<file path="config.mk">
export PLATFORM = sky130hd
export DESIGN_NAME = band_monitor
export DESIGN_NICKNAME = d
export VERILOG_FILES = /design/src/rtl/band_pkg.sv /design/src/rtl/note_channel.sv /design/src/rtl/band_monitor.sv
export SDC_FILE = /design/constraint.sdc
export NUM_CORES = 1
export LEC_CHECK = 0
export ABC_AREA = 1
export BUFFER_PORTS_ARGS = -buffer_cell sky130_fd_sc_hd__buf_2
export CAP_MARGIN = 30
export CORE_UTILIZATION = 45
export DETAILED_ROUTE_END_ITERATION = 10
export GPL_TIMING_DRIVEN = 0
export HOLD_SLACK_MARGIN = 0.1
export PLACE_DENSITY_LB_ADDON = 0.2
export SLEW_MARGIN = 20
export SYNTH_ARGS = -nofsm -noshare
export SYNTH_HDL_FRONTEND = slang
export SYNTH_SLANG_ARGS = --single-unit
</file>
<file path="constraint.sdc">
create_clock -name clk -period 4.3 [get_ports clk]
set_clock_uncertainty 0.05 [all_clocks]
set_input_delay 0.645 -clock clk [delete_from_list [all_inputs] [get_ports clk]]
set_output_delay 0.645 -clock clk [all_outputs]
set_load 0.005 [all_outputs]
</file>
<file path="src/rtl/band_pkg.sv">
// Shared types and helpers for the multi-channel guitarist note monitor.
package band_pkg;

    typedef enum logic [1:0] {
        IDLE = 2'd0,
        ARM  = 2'd1,
        NOTE = 2'd2
    } ch_state_t;

    // Channel-index width; a single channel still needs a one-bit index.
    function automatic int ch_idx_w(input int nch);
        return (nch > 1) ? $clog2(nch) : 1;
    endfunction

endpackage

</file>
<file path="src/rtl/note_channel.sv">
// One guitarist channel: declares a note once hit has held for HOLD consecutive cycles.
module note_channel
    import band_pkg::*;
#(
    parameter int HOLD = 3
) (
    input  logic clk,
    input  logic reset,
    input  logic hit,
    output logic note,
    output logic rise
);

    localparam int HW = $clog2(HOLD + 1);

    ch_state_t       state, state_n;
    logic [HW-1:0]   hcnt, hcnt_n;

    always_ff @(posedge clk) begin
        // NOTE: state registers use non-blocking assignment so every flop samples pre-edge values.
        if (reset) begin
            state <= IDLE;
            hcnt  <= '0;
        end else begin
            state <= state_n;
            hcnt  <= hcnt_n;
        end
    end

    always_comb begin
        // NOTE: defaults first so no path leaves a variable unassigned (no latch).
        state_n = state;
        hcnt_n  = hcnt;
        if (!hit) begin
            state_n = IDLE;
            hcnt_n  = '0;
        end else begin
            unique case (state)
                IDLE: begin
                    if (HOLD == 1) begin
                        state_n = NOTE;
                    end else begin
                        state_n = ARM;
                        hcnt_n  = HW'(1);
                    end
                end
                ARM: begin
                    hcnt_n = hcnt + 1'b1;
                    if (hcnt + 1'b1 == HW'(HOLD)) state_n = NOTE;
                end
                NOTE:    state_n = NOTE;
                default: state_n = IDLE;
            endcase
        end
    end

    assign note = (state == NOTE);
    // Onset pulse: high in the cycle before note goes 0->1.
    assign rise = (state != NOTE) && (state_n == NOTE);

endmodule

</file>
<file path="src/rtl/band_monitor.sv">
// Multi-channel registered note detector with saturating onset counter and first-onset capture.
module band_monitor
    import band_pkg::*;
#(
    parameter int NCH  = 4,
    parameter int W    = 2,
    parameter int HOLD = 3,
    parameter int CW   = 8
) (
    input  logic                      clk,
    input  logic                      reset,
    input  logic                      disconnection,
    input  logic [NCH-1:0]            two_guitars,
    input  logic [NCH*W-1:0]          gossamer,
    input  logic                      clear,
    output logic [NCH-1:0]            note,
    output logic                      nothing_of_note,
    output logic [CW-1:0]             note_count,
    output logic                      first_valid,
    output logic [ch_idx_w(NCH)-1:0]  first_ch
);

    localparam int IW = ch_idx_w(NCH);

    logic [NCH-1:0] hit;
    logic [NCH-1:0] rise;
    logic           onset;
    logic [IW-1:0]  low_ch;

    for (genvar c = 0; c < NCH; c++) begin : g_ch
        assign hit[c] = (|gossamer[c*W +: W]) && (disconnection || two_guitars[c]);

        note_channel #(.HOLD(HOLD)) u_ch (
            .clk   (clk),
            .reset (reset),
            .hit   (hit[c]),
            .note  (note[c]),
            .rise  (rise[c])
        );
    end

    assign onset           = |rise;
    assign nothing_of_note = ~|note;

    // Lowest-index rising channel wins.
    always_comb begin
        low_ch = '0;
        for (int i = NCH - 1; i >= 0; i--) begin
            if (rise[i]) low_ch = IW'(i);
        end
    end

    always_ff @(posedge clk) begin
        if (reset || clear) begin
            note_count  <= '0;
            first_valid <= 1'b0;
            first_ch    <= '0;
        end else if (onset) begin
            if (note_count != {CW{1'b1}}) note_count <= note_count + 1'b1;
            if (!first_valid) begin
                first_valid <= 1'b1;
                first_ch    <= low_ch;
            end
        end
    end

endmodule

</file>
== Yosys cells after proc, flatten, opt, wreduce, memory -nomap -nowiden ==
Cells that the tools add are included.

* Register bits after elaboration: 27
* Word-level logic and storage cells: 96

* Add/sub/neg operators: 5
* Eq/ne operators: 21
* Mux-type cells: 20
* Bitwise operators: 5
* Reductions and logical operators: 34

{| class="wikitable"
|+ Operators by type and width
! operator !! count
|-
| == test 2 bit, second input constant || 12
|-
| two-way mux 2 bit || 12
|-
| one-hot mux 2 bit (3 select lines) || 4
|-
| one-hot mux 2 bit (2 select lines) || 4
|-
| OR reduction 2 bit || 8
|-
| adder 2 x 1 -> 2 bit, second input constant || 4
|-
| adder 8 x 1 -> 8 bit, second input constant || 1
|-
| == test 2 x 1 -> 1 bit, second input constant || 4
|-
| logical AND 1 bit || 8
|-
| logical NOT 2 bit || 4
|-
| != test 2 bit, second input constant || 4
|-
| != test 8 bit, second input constant || 1
|-
| nonzero test 2 bit || 4
|-
| OR reduction 4 bit || 2
|-
| logical OR 1 bit || 5
|-
| NOT 1 bit || 5
|-
| AND reduction 2 bit || 2
|-
| logical NOT 1 bit || 1
|}

== Longest topological paths before layout ==
* Word-level depth: 11
* Gate-level depth with buffers: 10
* Depth with buffers taken out: 10

== Hierarchy ==
From an unflattened synthesis, not the netlist that was laid out.

* Cells, all modules: 201
* Area, all modules: 1376.3 µm²

{| class="wikitable"
|+ Modules (own cells, without submodules)
! module !! times used !! cells an instance !! area an instance (µm²) !! sequential area each (µm²)
|-
| note_channel || 4 || 27 || 185.2 || 80.1
|-
| band_monitor || 1 || 93 || 635.6 || 220.2
|}

== Worst setup path after synthesis ==
Ideal clock, no wire load.

* Path kind: input -> register
* From: input port disconnection
* To: register note_count[1]
* Library setup time: 0.113 ns
* Arrival time: 1.384 ns
* Required time: 4.137 ns
* Path slack: 2.754 ns
* Stages on the path: 10
* Cells stage by stage: inv_2 nand2_1 nand2_1 nor2_1 nor2_2 nand2_4 nand2_8 inv_2 nor2_1 nor2_1

* Cells in the longest elaborated chain, start to end: 7
* Elaborated cells between the ends (all ways): 22
* Those cells by class: eq/ne: 4; mux: 4; reduce/logical: 14

{| class="wikitable"
|+ RTL lines
! what !! RTL line !! source
|-
| start, declared || band_monitor.sv:12 || <nowiki>input logic disconnection,</nowiki>
|-
| logical OR 1 bit || band_monitor.sv:31 || <nowiki>assign hit[c] = (|gossamer[c*W +: W]) && (disconnection || two_guitars[c]);</nowiki>
|-
| logical AND 1 bit || band_monitor.sv:31 ||
|-
| two-way mux 2 bit || note_channel.sv:34 || <nowiki>if (!hit) begin</nowiki>
|-
| == test 2 bit || note_channel.sv:59 || <nowiki>assign rise = (state != NOTE) && (state_n == NOTE);</nowiki>
|-
| logical AND 1 bit || note_channel.sv:59 ||
|-
| OR reduction 4 bit (*) || band_monitor.sv:42 || <nowiki>assign onset = |rise;</nowiki>
|-
| AND reduction 2 bit (no source line) (*) || n/a ||
|-
| end signal, assigned || band_monitor.sv:59 || <nowiki>if (note_count != {CW{1'b1}}) note_count <= note_count + 1'b1;</nowiki>
|-
| end, declared || band_monitor.sv:18 || <nowiki>output logic [CW-1:0] note_count,</nowiki>
|}

Mark *: on every way between the ends. The rest lies on a longest branch, timed or not.
A chain may end at the register's enable or synchronous reset.

== Final worst setup path ==
* From: register g_ch[1].u_ch.state[1]
* To: output port note[1]

* Cells in the longest elaborated chain, start to end: 1

{| class="wikitable"
|+ RTL lines
! what !! RTL line !! source
|-
| start, declared || note_channel.sv:16 || <nowiki>ch_state_t state, state_n;</nowiki>
|-
| start signal, assigned || note_channel.sv:25 || <nowiki>state <= state_n;</nowiki>
|-
| == test 2 bit || note_channel.sv:57 || <nowiki>assign note = (state == NOTE);</nowiki>
|-
| end, declared || band_monitor.sv:16 || <nowiki>output logic [NCH-1:0] note,</nowiki>
|}

No other way between the ends.

==> impl_metrics.prom <==
# TYPE chip_impl_metric gauge
chip_impl_metric{name="clock_tree.buffer_depth",unit=""} 2
chip_impl_metric{name="coreArea",unit="um^2"} 2850
chip_impl_metric{name="cp.required",unit="ps"} 3610
chip_impl_info{name="crit_chain",value="inv_2, nor2_1, buf_4, buf_2"} 1
chip_impl_metric{name="post_dp_cell_area",unit="um^2"} 1600
chip_impl_metric{name="p_clk_frac",unit=""} 0.267
chip_impl_metric{name="synth_area_in_adders",unit=""} 0.0444
chip_impl_metric{name="maxSlewViolCount",unit=""} 0
chip_impl_metric{name="power_frac_seq",unit=""} 0.645
chip_impl_metric{name="seq_total_area_yosys",unit=""} 0.383
chip_impl_info{name="worst-setup-path-type",value="reg2out"} 1
chip_impl_metric{name="comb_power_share",unit=""} 0.088
chip_impl_metric{name="postSynthRegisterBits",unit=""} 27
chip_impl_info{name="cts_tree",value="yes"} 1
chip_impl_metric{name="drv_cap",unit=""} 0
chip_impl_metric{name="grt_start_max_net_pins",unit=""} 15
chip_impl_metric{name="cts.repair.resized",unit=""} 0
chip_impl_metric{name="floorplan.die.height",unit="um"} 58.0
chip_impl_info{name="setup_repair_after_global_routing_missed_its_margin",value="no"} 1
chip_impl_metric{name="clock_sinks",unit=""} 27
chip_impl_metric{name="post_syn_area_per_cell",unit="um^2"} 6.81
chip_impl_metric{name="post_synth_mux_area_share",unit=""} 0
chip_impl_metric{name="drive_gt1_frac",unit=""} 0.252
chip_impl_metric{name="hold_viol",unit=""} 0
chip_impl_metric{name="vdd_drop_max",unit="V"} 0.000223
chip_impl_info{name="setup.worst_path.start_class",value="flop"} 1
chip_impl_metric{name="design_area",unit="um^2"} 1630
chip_impl_metric{name="finalCriticalPeriod",unit="ps"} 1960
chip_impl_metric{name="postSynth.asyncResetShare",unit=""} 0
chip_impl_metric{name="powerDensity",unit="nW/um^2"} 249
chip_impl_info{name="synth.area.top_cells",value="dfxtp_1 38%, nand2_1 11%, nor2_1 10%"} 1
chip_impl_metric{name="fin_nets",unit=""} 264
chip_impl_metric{name="detailedRoute.firstPassIterationCount",unit=""} 4
chip_impl_info{name="hold_path_end",value="g_ch[3].u_ch.hcnt[1]"} 1
chip_impl_metric{name="setup_violations",unit=""} 0
chip_impl_metric{name="drcViolationCount",unit=""} 0
chip_impl_info{name="rr_startpoint",value="note_count[0]"} 1
chip_impl_metric{name="post-synth-top-area-fraction",unit=""} 0.383
chip_impl_metric{name="die_footprint",unit="um^2"} 3360
chip_impl_metric{name="crit_buf_inv",unit=""} 3
chip_impl_metric{name="cts.htree.levels",unit=""} 1
chip_impl_metric{name="worst_hold_path_stage_count",unit=""} 2
chip_impl_metric{name="dr.first_iter.drc_count",unit=""} 47
chip_impl_metric{name="die_x",unit="um"} 58.0
chip_impl_metric{name="power_switching",unit="mW"} 0.0970
chip_impl_info{name="synth.most_common_cell",value="nand2_1"} 1
chip_impl_metric{name="setup_tns",unit="ps"} 0
chip_impl_metric{name="worst_hold_slack_after_final_layout",unit="ps"} 415
chip_impl_metric{name="reg2reg_depth",unit=""} 10
chip_impl_metric{name="io_pins",unit=""} 32
chip_impl_info{name="synth_top_flop_cell",value="dfxtp_1"} 1
chip_impl_metric{name="route.detailed.vias_per_inst",unit=""} 4.54
chip_impl_metric{name="yosys.area_share.simple",unit=""} 0.359
chip_impl_metric{name="grt_antenna_before_repair",unit=""} 0
chip_impl_metric{name="worst-r2r-setup-slack",unit="ps"} 2740
chip_impl_info{name="main_combinational_cell_family_by_area_after_synthesis",value="simple AND/OR/NAND/NOR gates"} 1
chip_impl_metric{name="clock.fmax",unit="MHz"} 510
chip_impl_info{name="startpoint",value="g_ch[1].u_ch.state[1]"} 1
chip_impl_metric{name="final_min_period_over_clock_period",unit=""} 0.456
chip_impl_metric{name="number_of_flops_mapped_to_enable_cells_by_yosys",unit=""} 0
chip_impl_metric{name="power_switching_share",unit=""} 0.239
chip_impl_metric{name="slew_headroom",unit=""} 0.718
chip_impl_info{name="min-delay-start",value="g_ch[3].u_ch.hcnt[1]"} 1
chip_impl_info{name="status",value="finished, final reports clean"} 1
chip_impl_metric{name="dpl.hpwl",unit="um"} 1970
chip_impl_metric{name="cts_buf_count",unit=""} 3
chip_impl_metric{name="syn_nets",unit=""} 228
chip_impl_metric{name="critical_path_peak_fanout",unit=""} 4
chip_impl_metric{name="post_synthesis_share_of_cell_area_spent_on_xor_and_xnor_gates",unit=""} 0.0248
chip_impl_metric{name="grt-ovfl-total",unit=""} 0
chip_impl_info{name="synth_largest_area_cell",value="dfxtp_1"} 1
chip_impl_info{name="reg_to_reg_end",value="note_count[0]"} 1
chip_impl_info{name="worst_path_max_delay_cell",value="dfxtp_1"} 1
chip_impl_metric{name="internal-power",unit="mW"} 0.309
chip_impl_metric{name="global_route.usage.total",unit=""} 0.161
chip_impl_metric{name="p_leak",unit="nW"} 0.825
chip_impl_metric{name="vias",unit=""} 1239
chip_impl_metric{name="wl_per_cell",unit="um"} 9.08
chip_impl_info{name="cts.root.buffer_cell",value="clkbuf_4"} 1
chip_impl_metric{name="arrival_time_of_the_worst_setup_path",unit="ps"} 1270
chip_impl_info{name="worst_hold_path_type",value="reg2reg"} 1
chip_impl_metric{name="insertion_delay",unit="ps"} 320
chip_impl_metric{name="yosysWarningCount",unit=""} 0
chip_impl_metric{name="syn_std_cell_area",unit="um^2"} 1410
chip_impl_metric{name="tightest_slew",unit="ps"} 421
chip_impl_info{name="critical_path.endpoint_type",value="output pin"} 1
chip_impl_metric{name="synth_compound_area_frac",unit=""} 0.0612
chip_impl_metric{name="globalplace.congestion",unit=""} 0.760
chip_impl_metric{name="wire_length_of_the_first_global_routing_pass",unit="um"} 4240
chip_impl_metric{name="first_global_vias",unit=""} 1018
chip_impl_metric{name="standard_cell_row_count",unit=""} 19
chip_impl_metric{name="crit_path_max_incr_delay",unit="ps"} 420
chip_impl_metric{name="drt.antenna.violating_nets",unit=""} 0
chip_impl_metric{name="cts_setup_buffers",unit=""} 0
chip_impl_metric{name="floorplan.initialDensity",unit=""} 0.494
chip_impl_metric{name="postRouteWirelength",unit="um"} 2480
chip_impl_metric{name="post_synth_num_cell_types",unit=""} 25
chip_impl_metric{name="cts_hold_buffers",unit=""} 0
chip_impl_metric{name="antenna_cells",unit=""} 0
chip_impl_metric{name="portBuffers",unit=""} 31
chip_impl_info{name="ys_top_cells_by_count",value="42 x nand2_1, 38 x nor2_1, 27 x dfxtp_1"} 1
chip_impl_metric{name="syn_to_final_growth",unit="%"} 15.6
chip_impl_metric{name="synth_cells",unit=""} 207
chip_impl_info{name="critical-path-top-delay-family",value="flip-flops"} 1
chip_impl_metric{name="clk_transition_reported_paths",unit="ps"} 140
[final cells by class]
class	instances	area (um^2)
well taps	31	38.8
multi-input cells	137	691
clock buffers	4	26.3
plain buffers	4	30.0
inverters	39	149
repair buffers	31	155
fillers	308	1220
flip-flops and latches	27	541
[layout by cell type, fill, tap and decap left out, types with 3 or more instances in the layout]
master	n
nand2_1	42
nor2_1	38
buf_2	31
dfxtp_1	27
inv_1	22
a21oi_1	14
inv_2	13
nand3_1	12
ha_1	5
nor3_1	4
or2_0	4
buf_4	4
clkinv_1	3
nor2_2	3
clkbuf_4	3
[logic make-up after synthesis]
family / Yosys count
buffers and inverters: 43
AOI/OAI and AO/OA: 17
DFF: 27
and+or+nand+nor: 111
adders and majority gates: 5
xor gates and xnor gates: 4
[per-layer routing]
layer  global-route usage  share of wire  up-vias  routed length (um)
li1                     -              -      699                   -
met1                0.231           0.52      518                1300
met2                0.240           0.43       20                1070
met3               0.0469          0.038        2                  93
met4               0.0340         0.0065        0                  16
met5                    0              0        -                   0
[sequential cells by signal (all words and copies together) (netlist names)]
| signal | count |
|---|---|
| g_ch.u_ch.hcnt | 8 |
| first_ch | 2 |
| first_valid | 1 |
| note_count | 8 |
| g_ch.u_ch.state | 8 |
[worst register-to-register path, stage by stage (launching register included)]
cell,delay [ps]
dfxtp_1,430
ha_1,240
nand3_1,100
nor2_2,130
nand2_2,90
nor2_4,100
inv_4,80
nand2_8,100
inv_2,40
nor2_1,80
nor2_1,40
[power groups by stage]
| stage | clock [mW] | sequential, mW | combinational, mW |
|---|---|---|---|
| after detailed placement | 0 | 0.267 | 0.0363 |
| after CTS | 0.113 | 0.262 | 0.0364 |
| final | 0.108 | 0.262 | 0.0357 |
| after global routing | 0.123 | 0.263 | 0.0426 |
| after floorplan | 0 | 0.266 | 0.0240 |
| after global placement | 0 | 0.267 | 0.0356 |
[worst max-delay path by stage]
stage                            to  slack, ps  cells after the start
global placement      note_count[1]       2510                     11
finish                      note[1]       2340                      4
global route        nothing_of_note       2230                      4
detailed placement    note_count[0]       2490                     11
CTS                         note[1]       2320                      4
floorplan             note_count[1]       2750                     10
[through the flow]
stage          power (mW)  utilization  worst slack, ps  std cells
5_1_grt             0.428        0.571             2230        273
3_3_place_gp        0.303        0.562             2510        269
4_1_cts             0.411        0.571             2320        273
6_report            0.406        0.571             2340        273
3_5_place_dp        0.304        0.562             2490        269
2_1_floorplan       0.290            -             2750        207
Power figures use the tool's default switching activity.
